<file path="src/rtl/axis_tx_pkt_stamp.sv">
// Packet stamper: prefixes each tlast-delimited AXI-Stream packet with {MAGIC, seq}.
// Define AXIS_TX_PKT_STAMP_TRAILER_EN to append a byte-count trailer word after each packet.
module axis_tx_pkt_stamp #(
  parameter logic [15:0] MAGIC    = 16'hA55A,
  parameter logic [15:0] SEQ_INIT = 16'h0000
) (
  input  logic        clk,
  input  logic        rst,
  output logic        i_tready,
  input  logic        i_tvalid,
  input  logic [31:0] i_tdata,
  input  logic [3:0]  i_tkeep,
  input  logic        i_tlast,
  input  logic        o_tready,
  output logic        o_tvalid,
  output logic [31:0] o_tdata,
  output logic [3:0]  o_tkeep,
  output logic        o_tlast,
  output logic [15:0] o_seq
);

  typedef enum logic [1:0] {IDLE, BODY, TRL} state_t;

  state_t      state_q, state_d;
  logic        valid_q, valid_d;
  logic [31:0] data_q, data_d;
  logic [3:0]  keep_q, keep_d;
  logic        last_q, last_d;
  logic [15:0] seq_q, seq_d;
  logic        slot_free;

`ifdef AXIS_TX_PKT_STAMP_TRAILER_EN
  logic [31:0] cnt_q, cnt_d;

  function automatic logic [2:0] popcnt4(input logic [3:0] k);
    return 3'(k[0]) + 3'(k[1]) + 3'(k[2]) + 3'(k[3]);
  endfunction
`endif

  // The output register can take a new beat when empty or draining this cycle.
  assign slot_free = !valid_q || o_tready;

  always_comb begin
    state_d  = state_q;
    valid_d  = valid_q && !o_tready;
    data_d   = data_q;
    keep_d   = keep_q;
    last_d   = last_q;
    seq_d    = seq_q;
    i_tready = 1'b0;
`ifdef AXIS_TX_PKT_STAMP_TRAILER_EN
    cnt_d    = cnt_q;
`endif
    case (state_q)
      IDLE: begin
        if (i_tvalid && slot_free) begin
          valid_d = 1'b1;
          data_d  = {MAGIC, seq_q};
          keep_d  = 4'hF;
          last_d  = 1'b0;
          state_d = BODY;
        end
      end
      BODY: begin
        i_tready = slot_free;
        if (i_tvalid && slot_free) begin
          valid_d = 1'b1;
          data_d  = i_tdata;
          keep_d  = i_tkeep;
          last_d  = 1'b0;
`ifdef AXIS_TX_PKT_STAMP_TRAILER_EN
          cnt_d   = cnt_q + 32'(popcnt4(i_tkeep));
          if (i_tlast) state_d = TRL;
`else
          if (i_tlast) begin
            last_d  = 1'b1;
            seq_d   = seq_q + 16'd1;
            state_d = IDLE;
          end
`endif
        end
      end
`ifdef AXIS_TX_PKT_STAMP_TRAILER_EN
      TRL: begin
        if (slot_free) begin
          valid_d = 1'b1;
          data_d  = cnt_q;
          keep_d  = 4'hF;
          last_d  = 1'b1;
          seq_d   = seq_q + 16'd1;
          cnt_d   = '0;
          state_d = IDLE;
        end
      end
`endif
      default: state_d = IDLE;
    endcase
  end

  always_ff @(posedge clk or posedge rst) begin
    if (rst) begin
      state_q <= IDLE;
      valid_q <= 1'b0;
      data_q  <= '0;
      keep_q  <= '0;
      last_q  <= 1'b0;
      seq_q   <= SEQ_INIT;
    end else begin
      state_q <= state_d;
      valid_q <= valid_d;
      data_q  <= data_d;
      keep_q  <= keep_d;
      last_q  <= last_d;
      seq_q   <= seq_d;
    end
  end

`ifdef AXIS_TX_PKT_STAMP_TRAILER_EN
  always_ff @(posedge clk or posedge rst) begin
    if (rst) cnt_q <= '0;
    else     cnt_q <= cnt_d;
  end
`endif

  assign o_tvalid = valid_q;
  assign o_tdata  = data_q;
  assign o_tkeep  = keep_q;
  assign o_tlast  = last_q;
  assign o_seq    = seq_q;

endmodule

</file>
<file path="config.mk">
export PLATFORM = sky130hd
export DESIGN_NAME = axis_tx_pkt_stamp
export DESIGN_NICKNAME = d
export VERILOG_FILES = /design/src/rtl/axis_tx_pkt_stamp.sv
export SDC_FILE = /design/constraint.sdc
export NUM_CORES = 1
export LEC_CHECK = 0
export ABC_AREA = 1
export CORE_MARGIN = 2
export CORE_UTILIZATION = 38
export CTS_BUF_LIST = sky130_fd_sc_hd__clkbuf_4 sky130_fd_sc_hd__clkbuf_8
export CTS_CLUSTER_DIAMETER = 150
export DETAILED_ROUTE_END_ITERATION = 12
export GPL_ROUTABILITY_DRIVEN = 0
export PLACE_DENSITY_LB_ADDON = 0.25
export SETUP_SLACK_MARGIN = 0.4
export SYNTH_ARGS = -nofsm -noshare
export SYNTH_HDL_FRONTEND = slang
export SYNTH_SLANG_ARGS = --single-unit
</file>
<file path="constraint.sdc">
create_clock -name clk -period 2.4 [get_ports clk]
set_input_delay 0.48 -clock clk [delete_from_list [all_inputs] [get_ports clk]]
set_output_delay 0.48 -clock clk [all_outputs]
set_load 0.01 [all_outputs]
</file>
Word-level counts from Yosys, hierarchy flattened:

Cells that the tools add are included.

* input port bits: 41
* output and inout port bits: 55
* logic and storage cells: 39
* flip-flop bits (word level): 56

* equality and inequality tests: 4
* add/sub/neg operators: 1
* multiplexer cells: 17
* reduce and logical (&&, ||, !) cells: 11

Operators with widths (number)
* $mux W32: 2
* $pmux W32 S2: 1
* $add A16 B1 Y16 const B: 1
* $reduce_and A3 Y1: 3
* $mux W4: 2
* $pmux W4 S2: 1
* $mux W1: 6
* $mux W2: 3
* $ne A2 B2 Y1 const B: 3
* $pmux W2 S2: 1
* $eq A2 B1 Y1 const B: 1
* $logic_and A1 B1 Y1: 2
* $logic_not A1 Y1: 2
* $logic_not A2 Y1: 1
* $pmux W1 S2: 1
* $reduce_bool A2 Y1: 1
* $reduce_or A2 Y1: 1
* $logic_or A1 B1 Y1: 1

Logic depth before layout (Yosys ltp):

Gate-level depths: netlist (run 1).

* depth in word-level cells: 5
* mapped depth: 8

Worst setup path before layout (run 1):

Ideal clock, no wire load.

* path type: input port to output port
* start point: input o_tready
* end point: output i_tready
* data required time: 1920 ps
* path slack: 1093 ps
* arrival: 827 ps
* stages: 4
* path buffers: 0
* path through: inv_2 -> nand2_2 -> nand2_2 -> inv_1

* cells in the longest elaborated chain, start to end: 2

RTL lines
* from (decl): line 14 `input logic o_tready,`
* $logic_or A1 B1 Y1: line 41 `assign slot_free = !valid_q || o_tready;`
* $mux W1: line 54 `case (state_q)`
* to (decl): line 9 `output logic i_tready,`

Every way passes these cells.

Worst setup path in the final report (run 1):

Same ends and word-level chain as after synthesis.

==> run summary, run 1 <==
MIN PATH
---------------------------------------------------------------------------------
Type of the tightest min-delay check                                      reg2reg
Hold Path Cell Cnt                                                              2
Beginning of the worst hold path                                      o_tdata[13]
Endpoint of the worst hold-timing path                                o_tdata[13]

TIMING
---------------------------------------------------------------------------------
Tmin final                                                                1930 ps
Fin. max-slew vios                                                              0
Period utilisation layout                                                   80.5%
Number of hold-slack violations in the final timing report                      0
Setup repair after global routing missed its margin                            no
Setup violators final                                                           0
Transition at the pin with the smallest max-transition slack               503 ps
Headroom to the max-slew limit                                              66.4%
Final-layout worst hold slack                                              486 ps
Fmax                                                                    0.518 GHz
Setup TNS                                                                    0 ps
Maximum clock skew at final layout                                        9.36 ps

POWER
---------------------------------------------------------------------------------
Seq pwr share                                                               46.1%
Net Sw Power                                                               870 uW
Clock share of power                                                        19.3%
Worst IR Drop VDD                                                        0.300 mV
Internal power contribution                                               1.77 mW
Comb pwr share                                                              34.6%
Final Total Pwr                                                           2.64 mW
LEAKAGE                                                                   1.75 nW
Switching Fraction                                                          32.9%
Power density of the placed cells                                      709 nW/um2

PLACEMENT
---------------------------------------------------------------------------------
Number of placed instances with taps included                                 480
Number of buffers added on ports                                               95
Dpl hpwl                                                                  4650 um

LOGIC SYNTHESIS
---------------------------------------------------------------------------------
Synthesis warning total                                                         0
Number of flops mapped to enable cells by yosys                                 0
Cells after Synth                                                             310
Count of state elements after synthesis                                        55
Average footprint of a synthesized cell                                  8.44 um2
Most common flop cell mapped by yosys                                     dfrtp_1
Unique cell type count in the Yosys netlist                                    24
Netlist area before placement                                            2620 um2
FFs w/ async S/R, synth                                                      100%
Synthesized net count                                                         352
Sequential area share after synthesis                                       52.6%

CTS
---------------------------------------------------------------------------------
Post-CTS Setup Inserts                                                          0
Count of instances resized after the clock tree is built                        1
Buffer depth of the longest clock path                                          2
Number of CTS-inserted buffers                                                  5
Total number of H-tree levels                                                   2
Hold buffer count at cts                                                        0
TritonCTS clock tree                                                        built
Clock slew seen by the registers of the worst setup and hold paths         100 ps
TritonCTS sink count                                                           55
Clk root buf                                                             clkbuf_8
Insertion delay of the later-clocked pin in the worst-skew pair            310 ps

DETAILED ROUTING
---------------------------------------------------------------------------------
1st-pass router iterations                                                      4
Detailed-routed wire length on met3                                        231 um
Highest signal layer in the routed design                                    met4
Wire length on met2                                                       2870 um
DRC Markers                                                                     0
Detailed-route via count                                                     2261
Routed metal-1 wire length                                                2950 um
Antenna Nets Post-Route                                                         0
Initial detailed-routing violation count                                       79
Routed WL per cell                                                        12.6 um
Wire length after detailed routing                                        6130 um
Detailed-route vias per instance                                             4.63

JOB
---------------------------------------------------------------------------------
Max-capacitance violation count                                                 0

FLOORPLAN
---------------------------------------------------------------------------------
Y dimension of the die                                                    87.0 um
Die W                                                                     87.0 um
Io pins                                                                        96
Total number of placement rows                                                 30
Core area                                                                6720 um2
Initial cell density of the core                                            38.9%
Die area                                                                 7560 um2

SETUP PATH
---------------------------------------------------------------------------------
Critical Path Sink Type                                               output port
Startpoint types                                                        input pin
Number of cells on the worst reg-to-reg path                                    8
Worst setup path category                                                  in2out
End of the worst register-to-register path                              o_seq[10]
Data required time of the worst path                                      1920 ps
Reg-to-Reg Start                                                       state_q[0]
Signal arrival time at the worst endpoint                                 1450 ps
Critical-path maximum fanout                                                    2
Worst R2R Setup Slack                                                      860 ps

CELLS AND AREA
---------------------------------------------------------------------------------
Commonest non-fill, non-tap cells in the layout                      nand2_1 (117), clkdlybuf4s50_1 (94), dfrtp_1 (55)
Layout cells sized above 1                                                  10.3%
Inserted Diodes                                                                 0
Net count of the finished layout                                              449
Layout-stage area growth over the synthesis result                          42.5%
Post-layout instance count excluding filler cells                             488
Leading cell type in the layout, fill and taps excluded                   nand2_1
Post-Route Utilization                                                      55.5%

GRT
---------------------------------------------------------------------------------
Global-route wire length before repair                                   10000 um
Total routing resource utilization after global routing                     16.8%
Total congestion overflow                                                       0
Maximum number of pins on one net before global-route repair                   35
Initial antenna violation count                                                 0
Number of global-route vias before repair                                    2124

RUN STATUS
---------------------------------------------------------------------------------
Status                                                               finished, final reports clean

## sequential cells by signal, summed over array words and instances, names as in the netlist
signal / cells
state_q: 1
o_tvalid: 1
o_tlast: 1
o_tdata: 32
o_seq: 16
o_tkeep: 4
## metrics by stage
step           cell area [um2]  setup slack (ps)
6_report                  3730               469
5_1_grt                   3730               420
4_1_cts                   3730               461
3_5_place_dp              3640               192
3_3_place_gp              3640               208
2_1_floorplan             2620               577
## worst max-delay path, stage by stage
cell and delay, ps:
clkdlybuf4s50_1 470, inv_2 40, nand2_2 60, nand2_2 90
inv_1 60, dlygate4sd2_1 250
## final cells by class
type	instances	area, um2
clock buffer	5	68.8
sequential	55	1380
multi-input combinational	218	1070
timing repair buffer	100	987
tap	80	100
clock inverter	3	20.0
inverter	27	104
fill	606	2990
## cells by family after synthesis
group | share of synthesized area (%)
compound gates | 6.12
buf+inv | 6.46
xor+xnor | 2.58
simple gates | 31.8
fa+ha+maj | 0.478
flops | 52.6
## how the worst max path moves through the flow
stage | depth (start not counted) | startpoint | slack, ps | to
after detailed placement | 6 | o_tready | 190 | i_tready
final | 6 | o_tready | 470 | i_tready
after CTS | 6 | o_tready | 460 | i_tready
after global routing | 6 | o_tready | 420 | i_tready
after global placement | 6 | o_tready | 210 | i_tready
after floorplan | 1 | rst | 580 | o_seq[0]
## layer usage
metal	global-route usage, %	vias up
li1	-	1147
met1	24.0	1061
met2	26.2	46
met3	2.94	7
met4	5.26	0
met5	0	-
## cells in the mapped netlist, types with 2 or more instances
cell type	number	area, um2
buf_6	2	22.5
nand2_1	117	439
inv_2	4	15.0
a22o_1	8	70.1
dfrtp_1	55	1380
clkbuf_1	2	7.51
nand3_1	10	50.1
o21ai_0	18	90.1
nor2_2	12	75.1
xor2_1	4	35.0
nor2_8	3	60.1
xor2_2	2	32.5
nand2_4	2	22.5
buf_4	2	15.0
buf_2	4	20.0
inv_1	22	82.6
nand2_2	2	12.5
nor2_1	35	131
## power groups by stage
stage	combinational, mW	sequential, mW	clock [mW]
after floorplan	0.365	1.30	0
after global placement	0.916	1.24	0
after detailed placement	0.925	1.24	0
after CTS	0.927	1.22	0.525
after global routing	1.01	1.24	0.554
final	0.915	1.22	0.509
Note: power is estimated with default switching activity, not from simulation.
==> inputs of run 2 (changes only) <==
Clock period 2.4 ns to 1.8 ns, I/O delays scaled along.
==> run 2 against run 1 <==
Net effect: via count up 6.8%; sequential cell count unchanged; routed wire length up 11%; register-to-register slack got worse by 420 ps; clock skew decreased by 2.1 ps; global-route usage up 1.4 points; clock power up 43%; sequential power grew 31%; count of clock-buffer cells in the layout grew 2; sequential share of layout area shrank 2.2 points; critical endpoint is now o_seq[9]; largest cell class unchanged; largest power group unchanged; highest routed layer unchanged.
==> run summary, run 2 (synthesis results as in run 1) <==
TIMING
---------------------------------------------------------------------------------
Fin. max-slew vios                                                              0   unchanged
Final-layout worst hold slack                                              466 ps   was 486 ps
Period utilisation layout                                                   76.0%
Setup violators final                                                           0   unchanged
Maximum clock skew at final layout                                        7.29 ps   was 9.36 ps
Setup TNS                                                                    0 ps   unchanged
Setup repair after global routing missed its margin                           yes   was no
Smallest setup slack after layout                                          432 ps   was 469 ps
Number of hold-slack violations in the final timing report                      0   unchanged
Tmin final                                                                1370 ps
Fmax                                                                    0.731 GHz
Headroom to the max-slew limit                                              77.8%   was 66.4%
Transition at the pin with the smallest max-transition slack               331 ps   was 503 ps

GRT
---------------------------------------------------------------------------------
Maximum number of pins on one net before global-route repair                   56   was 35
Number of global-route vias before repair                                    2218   was 2124
Total congestion overflow                                                       0   unchanged
Busiest metal layer after global routing                                     met2   unchanged
Initial antenna violation count                                                 0   unchanged
Global-route wire length before repair                                   10800 um   was 10000 um
Met2 usage in global routing                                                29.0%   was 26.2%
Total routing resource utilization after global routing                     18.2%   was 16.8%
Routing usage on met3                                                       3.41%   was 2.94%
Met1 usage in global routing                                                25.0%   was 24.0%

SETUP PATH
---------------------------------------------------------------------------------
Worst R2R Setup Slack                                                      440 ps   was 860 ps
Worst path max stage delay                                                 410 ps   was 470 ps
Number of cells on the worst reg-to-reg path                                    9   was 8
Stages on the worst setup path                                                  1   was 6
Kind of cell adding the most delay to the critical path                flip-flops   was buffers and inverters
Critical-path maximum fanout                                                    3   was 2
Signal arrival time at the worst endpoint                                 1010 ps   was 1450 ps
Worst setup path category                                                 reg2out   was in2out
Startpoint types                                                             flop   was input pin
Crit-path cells                                                      dlygate4sd2_1   was clkdlybuf4s50_1, inv_2, nand2_2, nand2_2, inv_1, dlygate4sd2_1
Critical path buffer and inverter count                                         1   was 4
Cell with the largest stage delay on the worst path                       dfrtp_1   was clkdlybuf4s50_1
Critical Path Sink Type                                               output port   unchanged
End of the worst register-to-register path                              o_seq[14]   was o_seq[10]
Reg-to-Reg Start                                                         o_seq[0]   was state_q[0]
Data required time of the worst path                                      1440 ps   was 1920 ps

JOB
---------------------------------------------------------------------------------
Max-capacitance violation count                                                 0   unchanged

DETAILED ROUTING
---------------------------------------------------------------------------------
Initial detailed-routing violation count                                       99   was 79
Routed WL per cell                                                        13.2 um   was 12.6 um
Detailed-route vias per instance                                             4.69   was 4.63
Detailed-route via count                                                     2415   was 2261
DRC Markers                                                                     0   unchanged
Wire length after detailed routing                                        6800 um   was 6130 um
1st-pass router iterations                                                      4   unchanged
Antenna Nets Post-Route                                                         0   unchanged

POWER
---------------------------------------------------------------------------------
Clock share of power                                                        19.5%   was 19.3%
Worst IR Drop VDD                                                        0.328 mV   was 0.300 mV
LEAKAGE                                                                   2.05 nW   was 1.75 nW
Internal power contribution                                               2.47 mW   was 1.77 mW
Net Sw Power                                                              1.27 mW   was 870 uW
Power density of the placed cells                                      939 nW/um2   was 709 nW/um2
Seq pwr share                                                               42.7%   was 46.1%
Switching Fraction                                                          34.0%   was 32.9%
Comb pwr share                                                              37.8%   was 34.6%

FLOORPLAN
---------------------------------------------------------------------------------
Die area                                                                 7560 um2   unchanged
Y dimension of the die                                                    87.0 um   unchanged
Core area                                                                6720 um2   unchanged
Die W                                                                     87.0 um   unchanged
Initial cell density of the core                                            38.9%   unchanged
Io pins                                                                        96   unchanged
Total number of placement rows                                                 30   unchanged

CTS
---------------------------------------------------------------------------------
Insertion delay of the later-clocked pin in the worst-skew pair            310 ps   about the same
TritonCTS clock tree                                                        built   unchanged
Clk root buf                                                             clkbuf_8   unchanged
Number of CTS-inserted buffers                                                  5   unchanged
TritonCTS sink count                                                           55   unchanged
Buffer depth of the longest clock path                                          2   unchanged
Total number of H-tree levels                                                   2   unchanged
Clock slew seen by the registers of the worst setup and hold paths          90 ps   was 100 ps
Hold buffer count at cts                                                        0   unchanged

CELLS AND AREA
---------------------------------------------------------------------------------
Layout-stage area growth over the synthesis result                          52.0%   was 42.5%
Commonest non-fill, non-tap cells in the layout                      nand2_1 (111), dfrtp_1 (51), dlygate4sd2_1 (44)   was nand2_1 (117), clkdlybuf4s50_1 (94), dfrtp_1 (55)
Inserted Diodes                                                                 0   unchanged
Layout cells sized above 1                                                  19.5%   was 10.3%
Post-layout instance count excluding filler cells                             515   was 488
Net count of the finished layout                                              476   was 449
Number of flip-flops under the largest register name                           32   unchanged
Leading cell type in the layout, fill and taps excluded                   nand2_1   unchanged

MIN PATH
---------------------------------------------------------------------------------
Type of the tightest min-delay check                                     in2async   was reg2reg

PLACEMENT
---------------------------------------------------------------------------------
Number of placed instances with taps included                                 485   was 480
Number of buffers added on ports                                               95   unchanged
Dpl hpwl                                                                  4750 um   was 4650 um
Dpl ws                                                                    -103 ps   was 192 ps

RUN STATUS
---------------------------------------------------------------------------------
Status                                                               finished, final reports clean   unchanged

run 2: cell count changes in the layout (fill, tap and decap cells not counted), moves of 6 or more:
cell,change
dlygate4sd2_1,+43
clkdlybuf4s15_1,+8
clkdlybuf4s50_1,-57
buf_4,+23
nand2_1,-6
run 2: per-stage QoR:
step | area, um2 | util, % | total power [mW]
detailed placement | 3710 | 55.2 | 2.92
floorplan | 2620 | - | 2.22
finish | 3980 | 59.2 | 3.74
global route | 3980 | 59.2 | 3.97
CTS | 3850 | 57.4 | 3.63
global placement | 3710 | 55.2 | 2.89
run 2: timing repair:
action                     CTS  global route
cloned                       0             1
setup endpoints to repair   61            53
hold endpoints to repair     0             0
gates resized for setup     63            30
buffers inserted            14             7
pin swaps                    2             6
run 2: cell type report:
cell class / instances / area, um2
Fill cell: 620 / 2740
Tap cell: 80 / 100
Clock inverter: 1 / 8.76
Clock buffer: 7 / 90.1
Inverter: 27 / 108
Multi-Input combinational cell: 219 / 1140
Timing Repair Buffer: 126 / 1150
Sequential cell: 55 / 1380
run 2: how the worst max path moves through the flow:
stage	slack (ps)	end	from
finish	430	o_seq[9]	o_seq[9]
floorplan	520	o_seq[10]	o_seq[1]
CTS	160	i_tready	o_tready
global route	350	i_tready	state_q[0]
global placement	-100	i_tready	o_tready
detailed placement	-100	i_tready	o_tready
run 2: power by group through the flow:
stage	clock network, mW	logic (mW)	registers, mW
after global placement	0	1.23	1.66
final	0.729	1.41	1.60
after floorplan	0	0.486	1.73
after detailed placement	0	1.26	1.67
after CTS	0.753	1.27	1.60
after global routing	0.797	1.55	1.62
run 2: metal layers:
| metal | vias up | part of all wire (%) |
|---|---|---|
| li1 | 1194 | - |
| met1 | 1142 | 45 |
| met2 | 69 | 49 |
| met3 | 10 | 4.3 |
| met4 | 0 | 1.7 |
| met5 | - | 0 |
